File: src/rtl/timer_pkg.sv
// Shared state encoding for the countdown timer controller.
package timer_pkg;
  localparam int STATE_W = 2;

  typedef enum logic [STATE_W-1:0] {
    ST_IDLE   = 2'b00,
    ST_RUN    = 2'b01,
    ST_PAUSE  = 2'b10,
    ST_EXPIRE = 2'b11
  } state_t;
endpackage

File: src/rtl/timer_down_cnt.sv
// Loadable down counter; load takes priority over decrement.
module timer_down_cnt #(
  parameter int CNT_W = 16
) (
  input  logic             clk,
  input  logic             rst,
  input  logic             load,
  input  logic [CNT_W-1:0] load_val,
  input  logic             dec,
  output logic [CNT_W-1:0] count,
  output logic             is_one
);
  logic [CNT_W-1:0] count_reg;

  always_ff @(posedge clk or posedge rst) begin
    if (rst) begin
      count_reg <= '0;
    end else if (load) begin
      count_reg <= load_val;
    end else if (dec) begin
      count_reg <= count_reg - CNT_W'(1);
    end
  end

  assign count  = count_reg;
  assign is_one = (count_reg == CNT_W'(1));
endmodule

File: src/rtl/countdown_timer_ctrl.sv
// Countdown timer controller: preset selection, run/pause FSM, expiry alarm
// or periodic auto-reload, driving an embedded down counter.
module countdown_timer_ctrl
  import timer_pkg::*;
#(
  parameter int CNT_W       = 16,
  parameter int NUM_PRESETS = 2,
  parameter bit AUTO_RELOAD = 1'b0,
  localparam int SEL_W      = (NUM_PRESETS > 1) ? $clog2(NUM_PRESETS) : 1
) (
  input  logic                         clk,
  input  logic                         rst,
  input  logic                         mode,
  input  logic                         start_stop,
  input  logic                         tick,
  input  logic [NUM_PRESETS*CNT_W-1:0] preset_val,
  output logic [1:0]                   state,
  output logic [SEL_W-1:0]             preset_sel,
  output logic [CNT_W-1:0]             count,
  output logic                         running,
  output logic                         done,
  output logic                         alarm
);
  state_t           state_reg, state_next;
  logic [SEL_W-1:0] preset_sel_reg, preset_sel_next;
  logic             done_reg, done_next;
  logic             running_reg, alarm_reg;

  logic [CNT_W-1:0] presets [NUM_PRESETS];
  logic [CNT_W-1:0] cur_preset;
  logic             cnt_load, cnt_dec, cnt_is_one;
  logic [CNT_W-1:0] cnt_load_val;

  for (genvar gi = 0; gi < NUM_PRESETS; gi++) begin : g_preset
    assign presets[gi] = preset_val[gi*CNT_W +: CNT_W];
  end
  assign cur_preset = presets[preset_sel_reg];

  // Simultaneous presses are discarded as ambiguous.
  logic btn_mode, btn_ss;
  assign btn_mode = mode & ~start_stop;
  assign btn_ss   = start_stop & ~mode;

  always_comb begin
    state_next      = state_reg;
    preset_sel_next = preset_sel_reg;
    cnt_load        = 1'b0;
    cnt_load_val    = cur_preset;
    cnt_dec         = 1'b0;
    done_next       = 1'b0;
    case (state_reg)
      ST_IDLE: begin
        cnt_load = 1'b1;
        if (btn_mode) begin
          preset_sel_next = (preset_sel_reg == SEL_W'(NUM_PRESETS-1)) ? '0
                                                                     : preset_sel_reg + SEL_W'(1);
        end else if (btn_ss && cur_preset != '0) begin
          state_next = ST_RUN;
        end
      end
      ST_RUN: begin
        // A pause press beats a coincident tick.
        if (btn_ss) begin
          state_next = ST_PAUSE;
        end else if (tick) begin
          if (cnt_is_one) begin
            done_next = 1'b1;
            cnt_load  = 1'b1;
            if (!AUTO_RELOAD) begin
              cnt_load_val = '0;
              state_next   = ST_EXPIRE;
            end
          end else begin
            cnt_dec = 1'b1;
          end
        end
      end
      ST_PAUSE: begin
        if (btn_ss) begin
          state_next = ST_RUN;
        end else if (btn_mode) begin
          state_next = ST_IDLE;
          cnt_load   = 1'b1;
        end
      end
      ST_EXPIRE: begin
        if (btn_mode || btn_ss) begin
          state_next = ST_IDLE;
          cnt_load   = 1'b1;
        end
      end
      default: state_next = ST_IDLE;
    endcase
  end

  always_ff @(posedge clk or posedge rst) begin
    if (rst) begin
      state_reg      <= ST_IDLE;
      preset_sel_reg <= '0;
      done_reg       <= 1'b0;
      running_reg    <= 1'b0;
      alarm_reg      <= 1'b0;
    end else begin
      state_reg      <= state_next;
      preset_sel_reg <= preset_sel_next;
      done_reg       <= done_next;
      running_reg    <= (state_next == ST_RUN);
      alarm_reg      <= (state_next == ST_EXPIRE);
    end
  end

  timer_down_cnt #(.CNT_W(CNT_W)) u_cnt (
    .clk      (clk),
    .rst      (rst),
    .load     (cnt_load),
    .load_val (cnt_load_val),
    .dec      (cnt_dec),
    .count    (count),
    .is_one   (cnt_is_one)
  );

  assign state      = state_reg;
  assign preset_sel = preset_sel_reg;
  assign done       = done_reg;
  assign running    = running_reg;
  assign alarm      = alarm_reg;
endmodule

File: config.mk
export PLATFORM = sky130hd
export DESIGN_NAME = countdown_timer_ctrl
export DESIGN_NICKNAME = d
export VERILOG_FILES = /design/src/rtl/timer_pkg.sv /design/src/rtl/timer_down_cnt.sv /design/src/rtl/countdown_timer_ctrl.sv
export SDC_FILE = /design/constraint.sdc
export NUM_CORES = 1
export LEC_CHECK = 0
export ABC_CLOCK_PERIOD_IN_PS = 6500
export CAP_MARGIN = 10
export CORE_MARGIN = 2
export CORE_UTILIZATION = 48
export DETAILED_ROUTE_END_ITERATION = 7
export PLACE_DENSITY = 0.93
export SLEW_MARGIN = 10
export SYNTH_ARGS = -nofsm -noshare
export SYNTH_HDL_FRONTEND = slang
export SYNTH_HIERARCHICAL = 1
export SYNTH_SLANG_ARGS = --single-unit
File: constraint.sdc
create_clock -name clk -period 6.5 [get_ports clk]
set_clock_uncertainty 0.1 [all_clocks]
set_input_delay 0.975 -clock clk [delete_from_list [all_inputs] [get_ports clk]]
set_output_delay 0.975 -clock clk [all_outputs]
set_load 0.005 [all_outputs]
# ---- Yosys cells after proc, flatten, opt, wreduce, memory -nomap -nowiden
# Index checks and enable logic that the tools add are counted.
dict set report totals {
  register_bits 22
  elab_cells 57
}
dict set report classes {
  add_sub_neg 2
  order_cmp 1
  eq_ne 6
  mux 31
  bitwise 5
  n_reduce_logical 6
}
# op count
set op_table {}
lappend op_table {{$mux 16} 9}
lappend op_table {{$eq 16x1->1 const B} 1}
lappend op_table {{$mux 2} 8}
lappend op_table {{$reduce_bool 16->1} 1}
lappend op_table {{$sub 16x1->16 const B} 1}
lappend op_table {{$mux 1} 12}
lappend op_table {{$pmux 2 s4} 1}
lappend op_table {{$eq 2x2->1 const B} 3}
lappend op_table {{$eq 2x1->1 const B} 2}
lappend op_table {{$pmux 1 s4} 1}
lappend op_table {{$and 1x1->1} 2}
lappend op_table {{$ge 2x2->1 const B} 1}
lappend op_table {{$logic_not 2->1} 1}
lappend op_table {{$not 1->1} 2}
lappend op_table {{$not 1->2} 1}
lappend op_table {{$reduce_and 2->1} 1}
lappend op_table {{$reduce_bool 2->1} 1}
lappend op_table {{$add 1x1->1 const B} 1}
lappend op_table {{$logic_and 1x1->1} 1}
lappend op_table {{$logic_or 1x1->1} 1}

# ---- Logic depth before layout (Yosys ltp)
dict set report depth {
  ltp_word 10
  depth_mapped 11
  mapped_depth_nobuf 9
}

# ---- Hierarchy
# Netlist, hierarchy kept.
# module instances cells_each area_per_inst_um2 seq_area_each_um2
set by_module_without_submodules {}
lappend by_module_without_submodules {timer_down_cnt 1 101 935.9 400.4}
lappend by_module_without_submodules {countdown_timer_ctrl 1 85 694.4 150.1}

# ---- Worst setup path before layout
# OpenSTA, ideal clock, no wires.
dict set report synth_path {
  path_kind {input to register}
  startpoint {in mode}
  endpoint {reg u_cnt.count_reg[14], in the netlist u_cnt/count[14]}
  setup_ns 0.124
  arrival_time_ns 2.720
  t_required_ns 6.276
  setup_slack_ns 3.556
  cell_stages 9
  n_path_buf 1
  path_cell_list {inv_1 ha_1 nor2_2 and4b_1 and2_2 clkbuf_1 nand4_2 o31a_1 o31a_1}
}
dict set report synth_between {
  word_cells_on_any_way 15
  cone_classes {mux (10); bitwise (3); reduce/logical (2)}
}
# element line_no
set synth_rtl {}
lappend synth_rtl {{start, declared} countdown_timer_ctrl.sv:13} ;# input logic mode,
lappend synth_rtl {{$not 1->1} countdown_timer_ctrl.sv:42} ;# assign btn_ss = start_stop & ~mode;
lappend synth_rtl {{$and 1x1->1} countdown_timer_ctrl.sv:42}
lappend synth_rtl {{$mux 1} countdown_timer_ctrl.sv:63} ;# if (btn_ss) begin
lappend synth_rtl {{$mux 1} countdown_timer_ctrl.sv:51} ;# case (state_reg)
lappend synth_rtl {{net cnt_dec} countdown_timer_ctrl.sv:31} ;# logic cnt_load, cnt_dec, cnt_is_one;
lappend synth_rtl {{$reduce_bool 2->1 (no source line)} -}
lappend synth_rtl {{end signal, assigned} timer_down_cnt.sv:19} ;# count_reg <= load_val;
lappend synth_rtl {{end signal, assigned} timer_down_cnt.sv:21} ;# count_reg <= count_reg - CNT_W'(1);
lappend synth_rtl {{end, declared} timer_down_cnt.sv:13} ;# logic [CNT_W-1:0] count_reg;
# The timed path passes the listed nets, and every way through them passes these cells.
# A chain may end at the register's enable or synchronous reset.

# ---- Final worst setup path
dict set report layout_path {
  startpoint {reg u_cnt.count_reg[2], in the netlist u_cnt/count[2]}
  endpoint {reg u_cnt.count_reg[15], in the netlist u_cnt/count[15]}
}
dict set report layout_between {
  elab_chain_len 6
  word_cells_on_any_way 17
  cone_classes {add/sub (1); eq/ne (1); mux (14); reduce/logical (1)}
}
# element line_no
set layout_lines {}
lappend layout_lines {{$eq 16x1->1 *} timer_down_cnt.sv:26} ;# assign is_one = (count_reg == CNT_W'(1));
lappend layout_lines {{net cnt_is_one} countdown_timer_ctrl.sv:31}
lappend layout_lines {{$mux 1 *} countdown_timer_ctrl.sv:66} ;# if (cnt_is_one) begin
lappend layout_lines {{$mux 1 *} countdown_timer_ctrl.sv:65} ;# end else if (tick) begin
lappend layout_lines {{$mux 1 *} countdown_timer_ctrl.sv:63}
lappend layout_lines {{$pmux 1 s4 *} countdown_timer_ctrl.sv:51}
lappend layout_lines {{net cnt_load} countdown_timer_ctrl.sv:31}
lappend layout_lines {{$mux 16 / $reduce_bool 2->1 (equally long branches)} -}
# Mark *: on every way through the listed nets, which the timed path passes. The rest lies on a longest branch. The select of a mux whose other input is x is not followed.

==> impl_metrics.csv <==
group,metric,value,unit
run_status,status,"finished clean",
clocking,root_buffer,"clkbuf_4",
clocking,cts_setup_buffers,0,
setup_path,r2r_end,"u_cnt/count[15]",
die,io_pins,59,
clocking,cts_tree,"done",
routing,drt_iter0_markers,103,
cells_and_area,drive_gt1_share,4.622,%
setup_path,end_kind,"flop",
routing,ant_nets,0,
timing,max_freq,0.2598,GHz
power,vdd_drop_max,0.0003025,V
clocking,cts_buffers,3,
synthesis,synth_area_per_cell,8.765,um2
routing,drc_errors,0,
synthesis,yosysUniqueCellTypes,40,
place,io_buffers,58,
power,p_leak,0.9226,nW
cells_and_area,stdcell_area,2232,um2
global_routing,grt_pass1_wl,7038,um
die,die_w,62.28,um
synthesis,synth_seq_cells,22,
clocking,clk_latency,0.31,ns
die,start_util,49.24,%
place,place.gp.congestion,0.8413,
clocking,cts_num_sinks,22,
synthesis,synth_edf_count,0,
run,maxCapViolCount,0,
setup_path,r2r_slack,2.65,ns
cells_and_area,fill_cells,283,
global_routing,gr-total-overflow,0,
cells_and_area,largest_reg_flops,16,
setup_path,start_kind,"flop",
synthesis,synth_top_cell_area_share,33.77,%
clocking,clk_path_buf_depth,2,
global_routing,first_global_vias,1562,
setup_path,worst-r2r-cell-count,9,
power,finalPower,0.0008289,W
synthesis,synthTopCellsByCount,"22 x dfrtp_1, 22 x nor2_1, 18 x mux2i_1, 18 x nand2_1, 16 x o21ai_0",
synthesis,mappedNetlistArea,1630,um2
setup_path,critPathKind,"flop to flop",
setup_path,crit_required,6.62,ns
global_routing,grt_max_degree,32,
cells_and_area,nNetsFinal,282,
synthesis,synth_top_cell_by_area,"dfrtp_1",
synthesis,synth.yosys.warnings,6,
global_routing,antenna_found_initial,0,
setup_path,critPathLaunch,"u_cnt/count[2]",
synthesis,netlist_top_cells_area,"dfrtp_1 34%, mux2i_1 11%, nor2_1 5.1%",
timing,slew_violations,0,
setup_path,r2r-start,"u_cnt/count[2]",
place,placed_area,2210,um2
timing,fin_crit_sh,59.22,%
cells_and_area,seq_area,550.5,um2
synthesis,synthCells,186,
cells_and_area,n_antenna_cell,0,
setup_path,worstPathArrival,3.97,ns
routing,avgViaCountPerCell,5.437,
synthesis,synth_fp_nets,228,
timing,hold_viol_final,0,
min_path,hold_path_class,"flop to flop",
routing,num_vias,1544,
synthesis,ys_seq_area_share,33.77,%
cells_and_area,area_growth,36.91,%
die,die_area,3879,um2
clocking,htree_levels,1,
power,power_density,371.3,nW/um2
synthesis,synth_top_flop_cell,"dfrtp_1",
die,core_area,3311,um2
timing,rsz0062_at_grt,"no",
setup_path,cp_max_fo,31,
clocking,clkTransAtPathRegs,0.11,ns
timing,worst_pin_slew,0.9530,ns
clocking,ctsHoldBuffers,0,
timing,slew_headroom,36.47,%
cells_and_area,multiInputGateArea,994.7,um2
die,rows,21,
clocking,cts-resized-gates,0,
die,die_h,62.28,um
timing,min_period,3.849,ns
timing,holdWs,0.5721,ns
timing,setup_tns,0,ns
routing,wl,4135,um
place,dp_hpwl,3375,um
setup_path,crit_end,"u_cnt/count[15]",
synthesis,synth_async_sr_flop_share,100.0,%
routing,dr.pass1.iters,4,
timing,setup_viol,0,
routing,wl_per_cell,14.56,um
global_routing,track_usage,22.39,%
-- worst max-delay path, cell delays in order (launching register included) --
cell and delay, ns:
dfrtp_1 0.49, nor4_4 0.57, nand3_1 0.23, nor4b_1 0.51, and2_1 0.25, and3_1 0.51
a21o_1 0.65, nor2_1 0.11, o21a_1 0.14, nor3_1 0.21
-- power by group --
part	switching (W)	internal [W]
combinational	0.000189	0.000261
sequential	0.000118	0.000200
clock	0.0000398	0.0000217
total	0.000347	0.000482
-- metal layers --
metal,part of all wire [%],global-route usage [%],vias up,wire length (um)
li1,-,-,764,-
met1,43,28.89,719,1780
met2,51,39.40,56,2098
met3,5.2,3.261,5,216
met4,0.97,5.833,0,40
met5,0,0,-,0
-- per-stage QoR --
step / utilization, % / worst slack, ns / std cells
after global placement: 66.74 / 2.806 / 281
after floorplan: - / 3.556 / 186
after global routing: 67.42 / 2.310 / 284
after CTS: 67.42 / 2.714 / 284
final: 67.42 / 2.651 / 284
after detailed placement: 66.74 / 2.658 / 281
-- placed cells by master, fill, tap and decap left out, drive strengths merged --
cell type and count:
a21boi 1, a21o 1, a21oi 2, a31oi 1, and2 2, and3 1, and4b 1, clkbuf 3
clkdlybuf4s50 58, dfrtp 22, ha 5, inv 7, mux2 3, mux2i 18, nand2 18, nand2b 2
nand3 4, nand3b 1, nand4 6, nand4b 1, nor2 23, nor2b 1, nor3 3, nor3b 2
nor4 13, nor4b 2, o21a 1, o21ai 16, o31a 2, or3 2, or3b 1, xnor2 7
xor2 8
-- cell type report --
| class | count | area share (%) |
|---|---|---|
| Multi-Input combinational cell | 148 | 44.56 |
| Timing Repair Buffer | 58 | 26.01 |
| Inverter | 7 | 1.177 |
| Tap cell | 46 | 2.578 |
| Sequential cell | 22 | 24.66 |
| Clock buffer | 3 | 1.009 |
-- how the worst min path moves through the flow --
stage,slack [ns],endpoint,start,cells after the start
6_report,0.57,u_cnt/count[10],u_cnt/count[10],2
5_1_grt,0.59,u_cnt/count[7],u_cnt/count[7],2
4_1_cts,0.57,u_cnt/count[7],u_cnt/count[7],2
3_5_place_dp,0.54,u_cnt/count[7],u_cnt/count[7],2
3_3_place_gp,0.52,u_cnt/count[7],u_cnt/count[7],2
2_1_floorplan,0.51,u_cnt/count[7],u_cnt/count[7],2
-- logic make-up after synthesis --
| logic type | Yosys count | synth area share [%] |
|---|---|---|
| and+or+nand+nor | 83 | 27.63 |
| AOI/OAI and AO/OA | 24 | 8.366 |
| DFF | 22 | 33.77 |
| muxes | 21 | 13.12 |
| buffers and inverters | 16 | 5.219 |
| xor gates and xnor gates | 15 | 8.059 |
| adders and majority gates | 5 | 3.837 |
Power figures use the tool's default switching activity.
